**config.mk**
```make
export PLATFORM = sky130hd
export DESIGN_NAME = conv1_out_collector
export DESIGN_NICKNAME = d
export VERILOG_FILES = /design/src/rtl/conv1_out_pkg.sv /design/src/rtl/conv1_sat_relu.sv /design/src/rtl/conv1_out_collector.sv
export SDC_FILE = /design/constraint.sdc
export NUM_CORES = 1
export LEC_CHECK = 0
export ABC_AREA = 1
export CAP_MARGIN = 15
export CORE_UTILIZATION = 49
export DETAILED_ROUTE_END_ITERATION = 8
export PLACE_DENSITY = 0.73
export SETUP_SLACK_MARGIN = 0.1
export SLEW_MARGIN = 20
export SYNTH_ARGS = -nofsm -noshare
export SYNTH_HDL_FRONTEND = slang
export SYNTH_SLANG_ARGS = --single-unit
```
**constraint.sdc**
```tcl
create_clock -name clk -period 2.1 [get_ports clk]
set_input_delay 0.42 -clock clk [delete_from_list [all_inputs] [get_ports clk]]
set_output_delay 0.42 -clock clk [all_outputs]
set_load 0.05 [all_outputs]
```
**src/rtl/conv1_out_pkg.sv**
```systemverilog
// Shared types and constants for the conv1 output collector.
package conv1_out_pkg;

  localparam int DATA_W_DEF = 16;

  typedef enum logic [1:0] {
    IDLE  = 2'd0,
    RUN   = 2'd1,
    DRAIN = 2'd2,
    DONE  = 2'd3
  } state_e;

  // Largest positive two's-complement value of width w, zero-extended to 64 bits.
  function automatic logic [63:0] sat_hi_bits(input int w);
    return (64'd1 << (w - 1)) - 64'd1;
  endfunction

  localparam logic [DATA_W_DEF-1:0] SAT_MAX = 16'h7FFF;
  localparam logic [DATA_W_DEF-1:0] SAT_MIN = 16'h8000;

endpackage

```
**src/rtl/conv1_sat_relu.sv**
```systemverilog
// Registered stage 1: bias add at DATA_W+1 bits, clamp, optional ReLU.
// Build option: CONV1_OUT_RELU_EN forces negative saturated results to zero.
module conv1_sat_relu
  import conv1_out_pkg::*;
#(
  parameter int DATA_W = DATA_W_DEF
) (
  input  logic              clk,
  input  logic              rst,
  input  logic              i_v,
  input  logic              i_last,
  input  logic [DATA_W-1:0] i_data,
  input  logic [DATA_W-1:0] i_bias,
  output logic              o_v,
  output logic              o_last,
  output logic [DATA_W-1:0] o_data
);

  localparam logic [63:0]       HI_L = sat_hi_bits(DATA_W);
  localparam logic [DATA_W-1:0] W_HI = (DATA_W == DATA_W_DEF) ? DATA_W'(SAT_MAX) : HI_L[DATA_W-1:0];
  localparam logic [DATA_W-1:0] W_LO = (DATA_W == DATA_W_DEF) ? DATA_W'(SAT_MIN) : ~HI_L[DATA_W-1:0];

  logic [DATA_W:0]   w_sum;
  logic [DATA_W-1:0] w_sat;
  logic [DATA_W-1:0] w_res;

  // Sign-extended add; the two top bits disagree exactly on overflow.
  always_comb begin
    w_sum = {i_data[DATA_W-1], i_data} + {i_bias[DATA_W-1], i_bias};
    w_sat = w_sum[DATA_W-1:0];
    w_res = w_sat;
    if (w_sum[DATA_W] != w_sum[DATA_W-1]) begin
      if (w_sum[DATA_W]) begin
        w_sat = W_LO;
      end else begin
        w_sat = W_HI;
      end
    end else begin
      w_sat = w_sum[DATA_W-1:0];
    end
`ifdef CONV1_OUT_RELU_EN
    if (w_sat[DATA_W-1]) begin
      w_res = '0;
    end else begin
      w_res = w_sat;
    end
`else
    w_res = w_sat;
`endif
  end

  // Stage-1 pipeline register.
  always_ff @(posedge clk) begin
    if (!rst) begin
      o_v    <= 1'b0;
      o_last <= 1'b0;
      o_data <= '0;
    end else begin
      o_v    <= i_v;
      o_last <= i_last;
      o_data <= w_res;
    end
  end

endmodule

```
**src/rtl/conv1_out_collector.sv**
```systemverilog
// conv1 output collector: bias/saturate stage, lane packer and frame FSM.
// Build option: define CONV1_OUT_RELU_EN to clamp negative results to zero.
module conv1_out_collector
  import conv1_out_pkg::*;
#(
  parameter int DATA_W  = DATA_W_DEF,
  parameter int PACK    = 4,
  parameter int OUT_NUM = 576,
  parameter int ADDR_W  = 8
) (
  input  logic                   clk,
  input  logic                   rst,
  input  logic                   start,
  input  logic                   data_v,
  input  logic [DATA_W-1:0]      in_data,
  input  logic [DATA_W-1:0]      bias,
  output logic                   wr_en,
  output logic [ADDR_W-1:0]      wr_addr,
  output logic [DATA_W*PACK-1:0] wr_data,
  output logic                   busy,
  output logic                   frame_done
);

  localparam int CNT_W  = $clog2(OUT_NUM + 1);
  localparam int LANE_W = (PACK > 1) ? $clog2(PACK) : 1;
  localparam int WORD_W = DATA_W * PACK;

  state_e            r_state;
  state_e            w_next_state;
  logic [CNT_W-1:0]  r_elem_cnt;
  logic [LANE_W-1:0] r_lane_idx;
  logic [WORD_W-1:0] r_acc;
  logic [WORD_W-1:0] w_acc_next;
  logic [ADDR_W-1:0] r_addr_cnt;
  logic [ADDR_W-1:0] r_wr_addr;
  logic [WORD_W-1:0] r_wr_data;
  logic              r_wr_en;
  logic              r_wr_last;
  logic              r_busy;
  logic              r_frame_done;
  logic              w_arm;
  logic              w_accept;
  logic              w_last;
  logic              w_s1_v;
  logic              w_s1_last;
  logic [DATA_W-1:0] w_s1_data;
  logic              w_word_done;

  assign w_arm       = (r_state == IDLE) && start;
  assign w_accept    = (r_state == RUN) && data_v;
  assign w_last      = w_accept && (r_elem_cnt == CNT_W'(OUT_NUM - 1));
  assign w_word_done = w_s1_v && ((r_lane_idx == LANE_W'(PACK - 1)) || w_s1_last);

  assign wr_en      = r_wr_en;
  assign wr_addr    = r_wr_addr;
  assign wr_data    = r_wr_data;
  assign busy       = r_busy;
  assign frame_done = r_frame_done;

  conv1_sat_relu #(
    .DATA_W (DATA_W)
  ) u_sat_relu (
    .clk    (clk),
    .rst    (rst),
    .i_v    (w_accept),
    .i_last (w_last),
    .i_data (in_data),
    .i_bias (bias),
    .o_v    (w_s1_v),
    .o_last (w_s1_last),
    .o_data (w_s1_data)
  );

  // FSM state register.
  always_ff @(posedge clk) begin
    if (!rst) begin
      r_state <= IDLE;
    end else begin
      r_state <= w_next_state;
    end
  end

  // DRAIN leaves only once the word carrying the last sample is on the port.
  always_comb begin
    w_next_state = r_state;
    case (r_state)
      IDLE: begin
        if (start) w_next_state = RUN;
        else       w_next_state = IDLE;
      end
      RUN: begin
        if (w_last) w_next_state = DRAIN;
        else        w_next_state = RUN;
      end
      DRAIN: begin
        if (r_wr_en && r_wr_last) w_next_state = DONE;
        else                      w_next_state = DRAIN;
      end
      DONE:    w_next_state = IDLE;
      default: w_next_state = IDLE;
    endcase
  end

  // Status flags registered from the next state.
  always_ff @(posedge clk) begin
    if (!rst) begin
      r_busy       <= 1'b0;
      r_frame_done <= 1'b0;
    end else begin
      r_busy       <= (w_next_state == RUN) || (w_next_state == DRAIN);
      r_frame_done <= (w_next_state == DONE);
    end
  end

  // Accepted-sample counter.
  always_ff @(posedge clk) begin
    if (!rst) begin
      r_elem_cnt <= '0;
    end else if (w_arm) begin
      r_elem_cnt <= '0;
    end else if (w_accept) begin
      r_elem_cnt <= r_elem_cnt + CNT_W'(1);
    end else begin
      r_elem_cnt <= r_elem_cnt;
    end
  end

  // Current accumulator with the incoming result dropped into its lane.
  always_comb begin
    w_acc_next = r_acc;
    for (int k = 0; k < PACK; k++) begin
      if (LANE_W'(k) == r_lane_idx) begin
        w_acc_next[k*DATA_W +: DATA_W] = w_s1_data;
      end else begin
        w_acc_next[k*DATA_W +: DATA_W] = r_acc[k*DATA_W +: DATA_W];
      end
    end
  end

  // Packer; the accumulator is cleared on every write so unfilled lanes read 0.
  always_ff @(posedge clk) begin
    if (!rst) begin
      r_lane_idx <= '0;
      r_acc      <= '0;
      r_addr_cnt <= '0;
      r_wr_addr  <= '0;
      r_wr_data  <= '0;
      r_wr_en    <= 1'b0;
      r_wr_last  <= 1'b0;
    end else if (w_arm) begin
      r_lane_idx <= '0;
      r_acc      <= '0;
      r_addr_cnt <= '0;
      r_wr_addr  <= '0;
      r_wr_en    <= 1'b0;
      r_wr_last  <= 1'b0;
    end else begin
      r_wr_addr <= r_addr_cnt;
      r_wr_en   <= w_word_done;
      r_wr_last <= w_word_done && w_s1_last;
      if (w_word_done) begin
        r_wr_data  <= w_acc_next;
        r_acc      <= '0;
        r_lane_idx <= '0;
        r_addr_cnt <= r_addr_cnt + ADDR_W'(1);
      end else if (w_s1_v) begin
        r_acc      <= w_acc_next;
        r_lane_idx <= r_lane_idx + LANE_W'(1);
      end else begin
        r_acc      <= r_acc;
        r_lane_idx <= r_lane_idx;
      end
    end
  end

endmodule

```
==> results of run 1 <==
[cell families after synthesis]
| family | after synthesis |
|---|---|
| simple gates | 483 |
| fa+ha+maj | 24 |
| compound gates | 256 |
| buf+inv | 186 |
| flops | 180 |
| xor+xnor | 6 |
[where the power goes]
group / internal (mW) / switching [mW] / total, mW
clock: 1.67 / 1.25 / 2.92
sequential: 3.48 / 0.159 / 3.64
combinational: 0.374 / 0.478 / 0.852
total: 5.53 / 1.89 / 7.42
[worst min-delay path, stage by stage]
cell and delay [ps]:
buf_2 120, inv_1 70, buf_4 150, nor2_1 50
[per-layer routing]
layer / share of wire (%) / global-route usage, %
met1: 47 / 28.7
met2: 46 / 37.4
met3: 4.9 / 4.83
met4: 2.3 / 9.03
met5: 0 / 0
[stage by stage]
| stage | total power [mW] | TNS, ps | worst slack, ps |
|---|---|---|---|
| after floorplan | 4.10 | 0 | 118 |
| after global placement | 4.48 | -7090 | -439 |
| after detailed placement | 4.49 | -7870 | -488 |
| after CTS | 7.44 | 0 | 100 |
| after global routing | 7.72 | 0 | 55.5 |
| final | 7.42 | 0 | 149 |
[cell type report]
cell class	count	area share (%)
Multi-Input combinational cell	771	36.6
Sequential cell	180	34.7
Timing Repair Buffer	172	16.3
Inverter	126	4.56
Clock buffer	20	4.40
Tap cell	216	2.61
Clock inverter	10	0.820
[timing repair]
action	CTS	global route
endpoints found under the setup margin	35	63
gates cloned	2	0
resized for setup	33	64
setup buffers	3	0
pin swaps	7	3
[path summary, 6_finish.rpt]
check                                                 from                        end  slack [ps]  depth (start not counted)
worst min-delay path                                   rst  u_sat_relu.o_v$_SDFF_PN0_         430                          4
worst min register to register  r_addr_cnt[7]$_SDFFE_PP0P_      wr_addr[7]$_SDFF_PP0_         450                          2
worst max-delay path                 wr_addr[0]$_SDFF_PP0_                 wr_addr[0]         150                          1
worst max register to register  r_elem_cnt[0]$_SDFFE_PP0P_            busy$_SDFF_PN0_         350                         11
[registers in the layout, summed over array words and instances (netlist names)]
name,flops
r_acc,64
r_wr_last,1
wr_en,1
wr_data,64
r_state,2
r_addr_cnt,8
u_sat_relu.o_data,16
wr_addr,8
frame_done,1
r_elem_cnt,10
busy,1
u_sat_relu.o_last,1
u_sat_relu.o_v,1
r_lane_idx,2
[layout by cell type, fill, tap and decap left out, types with 3 or more instances in the layout]
cell             instances
a211oi_1                16
a21oi_1                104
a21oi_2                  5
buf_12                   3
buf_4                   60
clkbuf_16               17
clkdlybuf4s50_1         39
clkinv_2                 6
dfxtp_1                179
dlygate4sd2_1           22
dlymetal6s2s_1          47
ha_1                    18
ha_4                     4
inv_1                  121
inv_2                    5
nand2_1                156
nand2_2                  9
nand2_4                  3
nand3_1                 32
nand3_2                  5
nand4_1                  4
nor2_1                 260
nor3_1                   3
nor3_2                   4
o21ai_0                124
o21bai_1                 3
xor2_1                   6
==> results.ini, run 1 <==
[clock_tree]
numCtsBuffers = 17
cts_tree = built
ctsHtreeMaxLevel = 4
clk_latency_ps = 420
ctsHoldBuffers = 0
clk_path_buf_depth = 2
cts.clk_slew.worst_paths_ps = 60
cts_root_buffer = clkbuf_16
cts_sinks = 180

[global_route]
grt_overflow_total = 0
grt_max_degree = 101
grt_pass1_vias = 6431
grt_usage_pct = 22.6
grt_pass1_wl_um = 29600
antenna_found_initial = 0

[floorplan]
fp.dieArea_sq_um = 16800
row_count = 46
die_h_um = 130
core_sq_um = 15900
ios = 111
dieWidth_um = 130
start_util_pct = 50.2

[routing]
drt_iter0_drc = 546
viasPerCell = 4.91
drc = 0
vias = 7346
ant_nets = 0
firstDrtPassIters = 5
wl_um = 18400
wl_per_cell_um = 12.3

[place]
io_buffers = 110
place_inst = 1460
hpwlAfterDp_um = 12200
place_area_sq_um = 9570
gp_congestion = 0.811

[yosys]
synth_top_family_by_area = simple AND/OR/NAND/NOR gates
seq_area_frac_synth_pct = 45.2
avgSynthCellArea_sq_um = 7.03
synth_top_area_share_pct = 45.2
syn_area_sq_um = 7980
synth_cells = 1135
ys_seq_elements = 180
post-synth-top-count-cell = nor2_1
yosys-top-cells-area = dfxtp_1 (45%), nor2_1 (12%), o21ai_0 (7.8%), nand2_1 (7.6%), a21oi_1 (6.7%)
yosys.area_share.adder_pct = 3.86
synth-xor-area-share_pct = 0.659
synth_mux_area_share_pct = 0
synth-compound-area-share_pct = 16.9
yosys.area.top_type = dfxtp_1
yosysWarnings = 0
synth_edf_count = 0
syn_nets = 1195
yosys.area_share.simple_pct = 24.3
ys_top_cells_by_count = nor2_1 (262), dfxtp_1 (180), nand2_1 (162), o21ai_0 (124), inv_1 (123)
synth_ff_type = dfxtp_1
synthArstFlopShare_pct = 0
netlist-cell-type-count = 30

[setup_path]
cpMaxStageDelayCell = clkdlybuf4s50_1
path_max_fanout = 1
end_kind = primary output
worst_ep_required_time_ps = 1680
setup.worst_path.class = reg2out
critical_path.cell_chain = clkdlybuf4s50_1
worstPathArrival_ps = 1530
start_kind = flop
crit_family = buffers and inverters
cpPeakStageDelay_ps = 790
cp_num_buf_inv = 1

[pwr]
vdd_ir_drop_max_mv = 0.636
power.density_nw_per_um2 = 715
power.leakage_nw = 5.18

[final_layout]
area_growth_pct = 30.0
fin_cells = 1495
final_area_sq_um = 10400
post-route-util_pct = 65.3
multi_input_area_sq_um = 3800
final_nets = 1328
seq_area_sq_um = 3600
num_antenna_cells = 0
drive_gt1_share_pct = 10.8
nFillCells = 1436

[timing]
hold_violations = 0
relSlewSlack_pct = 39.0
rsz0062_at_grt = yes
min_period_ps = 1950
fin_crit_sh_pct = 92.9
clock.fmax_ghz = 0.513
worst_slew_pin_slew_ps = 916
hold_ws_ps = 426
finalClockSkew_ps = 10.7
drv_slew = 0
setup_viol = 0

[outcome]
status = finished clean

[hold_path]
hold_class = in2reg

[job]
drv_cap = 0

No activity file was read; power rests on OpenSTA's default activity.
==> run 2: changes to the inputs <==
- CORE_UTILIZATION: 49 -> 55
- DONT_BUFFER_PORTS: unset -> 1
- PLACE_DENSITY: 0.73 -> 0.7
==> run 2 against run 1 <==
Effect of this change: core utilization shrank 2.9 points; largest power group unchanged; hold slack lost 330 ps; fmax grew 12%; non-clock buffer count shrank 152; register-to-register slack is essentially flat; sequential cell count is the same; cell count shrank 13%; critical path depth grew 12; highest routed layer unchanged; clock skew shrank 2.5 ps; sequential share of layout area grew 6.5 points; wire length shrank 7.1%; critical path type is now reg2reg.
==> results.ini, run 2 (synthesis results as in run 1) <==
[place]
hpwlAfterDp_um = 11400
gp_congestion = 0.780
place_area_sq_um = 8110
pre_cts_slack_ps = 4.24
io_buffers = 0

[final_layout]
final_area_sq_um = 8730
area_growth_pct = 9.47
drive_gt1_share_pct = 6.48
post-route-util_pct = 62.4
mostFrequentLayoutCells = nor2_1 (260), dfxtp_1 (178), nand2_1 (161)
final_common_cell = nor2_1
num_antenna_cells = 0
nFillCells = 1315
final_nets = 1174

[clock_tree]
ctsHtreeMaxLevel = 4
clk_path_buf_depth = 2
cts_tree = built
cts.clk_slew.worst_paths_ps = 60
cts_sinks = 180
clk_latency_ps = 430
ctsHoldBuffers = 0
cts_root_buffer = clkbuf_16
numCtsBuffers = 17

[timing]
min_period_ps = 1750
fin_crit_sh_pct = 83.3
finalSetupTns_ps = 0
relSlewSlack_pct = 37.7
setup_ws_ps = 351
worst_slew_pin_slew_ps = 935
hold_violations = 0
finalClockSkew_ps = 8.19
clock.fmax_ghz = 0.572
rsz0062_at_grt = no
drv_slew = 0
setup_viol = 0

[pwr]
power.density_nw_per_um2 = 851
finalPower_mw = 7.44
vdd_ir_drop_max_mv = 0.539
power_frac_comb_pct = 7.7
power_frac_clock_pct = 43.2
p_sw_share_pct = 24.8
p_int_mw = 5.59
p_switching_mw = 1.85
power_frac_seq_pct = 49.1
power.leakage_nw = 3.62

[floorplan]
ios = 111
start_util_pct = 57.0
die_h_um = 122
dieWidth_um = 122
core_sq_um = 14000
row_count = 43
fp.dieArea_sq_um = 15000

[setup_path]
start_kind = flop
setup.worst_path.class = reg2reg
worst_ep_required_time_ps = 2430
rrSetupSlack_ps = 350
crit_path_start = r_state[1]$_SDFF_PN0_
ff2ff_path_depth = 13
rr_startpoint = r_state[1]$_SDFF_PN0_
end_kind = flop
r2r_end = busy$_SDFF_PN0_
path_max_fanout = 4
worstSetupEndpoint = busy$_SDFF_PN0_
worstPathArrival_ps = 2080

[routing]
viasPerCell = 5.16
firstDrtPassIters = 5
drc = 0
wl_per_cell_um = 13.1
vias = 6741
drt_iter0_drc = 428
ant_nets = 0
wl_um = 17100

[global_route]
grt_max_degree = 101
grt_pass1_wl_um = 27800
antenna_found_initial = 0
grt_overflow_total = 0
grt_pass1_vias = 5953
grt_usage_pct = 23.9

[hold_path]
hold_class = in2reg

[outcome]
status = finished clean

[job]
drv_cap = 0

-- run 2: cell count changes in the layout (fill, tap and decap cells not counted), moves of 4 or more --
cell and change:
clkdlybuf4s50_1 -39, dlygate4sd2_1 -22, dlymetal6s2s_1 -47, ha_4 -4
ha_1 +5, clkinv_2 -4, nand2_1 +5, buf_4 -42
-- run 2: per-layer routing --
layer | global-route usage, % | part of all wire [%]
met2 | 37.5 | 45
met5 | 0 | 0
met4 | 9.07 | 2.0
met1 | 30.9 | 46
met3 | 6.74 | 6.4
-- run 2: cell type report --
| cell class | count | area [sq um] | area share (%) |
|---|---|---|---|
| multi-input cells | 769 | 3660 | 41.9 |
| flip-flops and latches | 180 | 3610 | 41.3 |
| inverters | 126 | 473 | 5.42 |
| clock buffers | 20 | 447 | 5.11 |
| well taps | 180 | 225 | 2.58 |
| repair buffers | 20 | 175 | 2.01 |
| clock inverters | 11 | 151 | 1.73 |
-- run 2: timing repair --
| action | 4_1_cts | 5_1_grt |
|---|---|---|
| resized for setup | 0 | 5 |
| endpoints found under the setup margin | 0 | 2 |
| buffers inserted | 0 | 2 |
-- run 2: power by group through the flow --
| stage | logic [mW] | clock network (mW) | registers [mW] |
|---|---|---|---|
| finish | 0.571 | 3.21 | 3.65 |
| global route | 0.666 | 3.41 | 3.65 |
| CTS | 0.574 | 3.28 | 3.65 |
| detailed placement | 0.571 | 0 | 3.73 |
| global placement | 0.568 | 0 | 3.73 |
| floorplan | 0.480 | 0 | 3.62 |
-- run 2: worst max-delay path: stages (launching register included) --
cell and delay (ps):
dfxtp_1 310, inv_1 100, nand3_2 90, inv_2 80, nand3_1 90, nor2_2 140, nand2_1 80, nor2_2 140
nand2_2 100, nand3_1 100, nand2_1 60, ha_1 270, nand2_1 60, inv_1 30
-- run 2: worst min path at each step --
stage | start | end | slack (ps) | cells after the start
global route | rst | frame_done$_SDFF_PN0_ | 80 | 2
finish | rst | frame_done$_SDFF_PN0_ | 90 | 2
CTS | rst | frame_done$_SDFF_PN0_ | 80 | 2
global placement | r_addr_cnt[7]$_SDFFE_PP0P_ | wr_addr[7]$_SDFF_PP0_ | 430 | 2
floorplan | r_addr_cnt[7]$_SDFFE_PP0P_ | wr_addr[7]$_SDFF_PP0_ | 420 | 2
detailed placement | r_addr_cnt[7]$_SDFFE_PP0P_ | wr_addr[7]$_SDFF_PP0_ | 440 | 2
-- run 2: stage by stage --
stage                     std cells  hold WS (ps)
after floorplan                1135           420
after global placement         1273           432
after detailed placement       1273           443
after CTS                      1304          82.4
after global routing           1306          82.7
final                          1306          93.2
==> run 3: changes to the inputs <==
- clock period: 2.1 -> 1.5 ns (I/O delays scaled with it)
==> run 3 against run 2 <==
Effect of this change: the run now ends with hold timing, setup timing left; clock-buffer cell count unchanged; fmax grew 8.4%; wire length is 25% higher; cell count rose by 7.3%; global-route usage grew 2.9 points; hold slack worse by 130 ps; setup slack lost 460 ps; sequential power is 41% higher; die area unchanged; critical path type unchanged; largest cell class unchanged; largest power group unchanged; highest routed layer unchanged.
==> results.ini, run 3 (synthesis results as in run 1) <==
[routing]
drt_iter0_drc = 501
drc = 0
vias = 7418
wl_um = 21300
wl_per_cell_um = 15.2
ant_nets = 0
firstDrtPassIters = 5
viasPerCell = 5.29

[global_route]
grt_pass1_wl_um = 30800
met1_usage_pct = 33.0
grtUsageMet2_pct = 45.5
grt_usage_pct = 26.8
grt_overflow_total = 0
grt-busiest-layer = met2
grtUsageMet3_pct = 6.09
grt_pass1_vias = 6470
antenna_found_initial = 0
grt_max_degree = 101

[floorplan]
core_sq_um = 14000
die_h_um = 122
ios = 111
dieWidth_um = 122
row_count = 43
fp.dieArea_sq_um = 15000
start_util_pct = 57.0

[setup_path]
path_max_fanout = 4
setup.worst_path.class = reg2reg
cpPeakStageDelay_ps = 320
critical_path.cell_chain = inv_2 > nand3_4 > inv_4 > nand3_4 > nor2_4 > nand2_2 > nor2_4 > nand2_4 > nand3_4 > nand2_2 > ha_4 > nand2_2 > inv_2
crit_family = simple AND/OR/NAND/NOR gates
end_kind = flop
worstPathArrival_ps = 1950
cpMaxStageDelayCell = dfxtp_2
start_kind = flop
worst_ep_required_time_ps = 1830
cp_num_buf_inv = 3

[final_layout]
area_growth_pct = 30.3
final_common_cell = nor2_1
drive_gt1_share_pct = 25.0
final_nets = 1270
post-route-util_pct = 74.3
num_antenna_cells = 0
mostFrequentLayoutCells = nor2_1 (251), dfxtp_1 (154), nand2_1 (136)
fin_cells = 1401
final_area_sq_um = 10400
multi_input_area_sq_um = 4260
seq_area_sq_um = 3640
nFillCells = 1045

[timing]
rsz0062_at_grt = yes
setup_viol = 21
drv_slew = 0
hold_ws_ps = -39.8
min_period_ps = 1610
finalSetupTns_ps = -587
fin_crit_sh_pct = 108
finalClockSkew_ps = 8.89
setup_ws_ps = -114
relSlewSlack_pct = 63.4
clock.fmax_ghz = 0.620
hold_violations = 2
worst_slew_pin_slew_ps = 543

[clock_tree]
cts_sinks = 180
cts.clk_slew.worst_paths_ps = 60
cts_tree = built
clk_path_buf_depth = 2
clk_latency_ps = 430
ctsHtreeMaxLevel = 4
cts_root_buffer = clkbuf_16
numCtsBuffers = 17

[pwr]
power.leakage_nw = 4.35
vdd_ir_drop_max_mv = 0.746
power.density_nw_per_um2 = 1030

[outcome]
status = finished with violations
violations = hold timing, setup timing

[place]
place_area_sq_um = 8640
gp_congestion = 0.798
hpwlAfterDp_um = 12300
io_buffers = 0
place_inst = 1326

[hold_path]
hold_class = in2reg

[job]
drv_cap = 0

==> run 3: changes by cell type in the layout (fill, tap and decap cells not counted), moves of 11 or more <==
cell	before	now
nand2_2	6	23
a211oi_1	16	0
dfxtp_1	178	154
o21ai_2	0	11
buf_4	18	79
nand2_1	161	136
nand3_1	35	15
o21ai_1	0	57
nand3_2	2	19
buf_6	0	11
a211oi_2	0	16
o21ai_0	124	54
dfxtp_2	2	25
==> run 3: path summary, 6_finish.rpt <==
check                                                 from                    end  slack, ps  cells after the start
worst max-delay path                 r_state[1]$_SDFF_PN0_        busy$_SDFF_PN0_       -110                     13
worst min-delay path                                   rst        busy$_SDFF_PN0_        -40                      2
worst max register to register       r_state[1]$_SDFF_PN0_        busy$_SDFF_PN0_       -110                     13
worst min register to register  r_addr_cnt[7]$_SDFFE_PP0P_  wr_addr[7]$_SDFF_PP0_        440                      2
==> run 3: through the flow <==
| step | setup slack, ps | total power, mW |
|---|---|---|
| 6_report | -114 | 10.7 |
| 2_1_floorplan | -266 | 5.75 |
| 5_1_grt | -209 | 11.1 |
| 4_1_cts | -77.7 | 10.6 |
| 3_3_place_gp | -346 | 6.19 |
| 3_5_place_dp | -388 | 6.20 |
==> run 3: worst reg2reg max path: stages, from the launching register on <==
cell and delay, ps:
dfxtp_2 320, inv_2 70, nand3_4 80, inv_4 70, nand3_4 70, nor2_4 90
nand2_2 90, nor2_4 170, nand2_4 90, nand3_4 90, nand2_2 60, ha_4 210
nand2_2 60, inv_2 20
==> run 3: per-layer routing <==
| layer | wire length (um) | vias up |
|---|---|---|
| li1 | - | 3782 |
| met1 | 8920 | 3387 |
| met2 | 10700 | 209 |
| met3 | 1190 | 40 |
| met4 | 505 | 0 |
| met5 | 0 | - |
==> run 3: area by class of cell <==
cell class	count	area share (%)
Clock buffer	20	4.39
Multi-Input combinational cell	771	41.0
Timing Repair inverter	1	0.0722
Tap cell	180	2.17
Sequential cell	180	35.0
Inverter	126	4.66
Timing Repair Buffer	113	11.7
Clock inverter	10	1.05
==> run 3: timing repair <==
action                                  in CTS  in global routing
endpoints found under the setup margin     147                189
pin swaps                                   12                 33
cloned                                       7                  7
buffers inserted                            21                 15
hold endpoints to repair                     3                  3
resized for setup                           76                159
==> run 3: power by group <==
group / switching, mW / internal [mW] / leakage (nW) / total, mW
Clock: 1.80 / 2.51 / 0.277 / 4.31
Combinational: 0.727 / 0.582 / 2.61 / 1.31
Sequential: 0.257 / 4.87 / 1.47 / 5.13
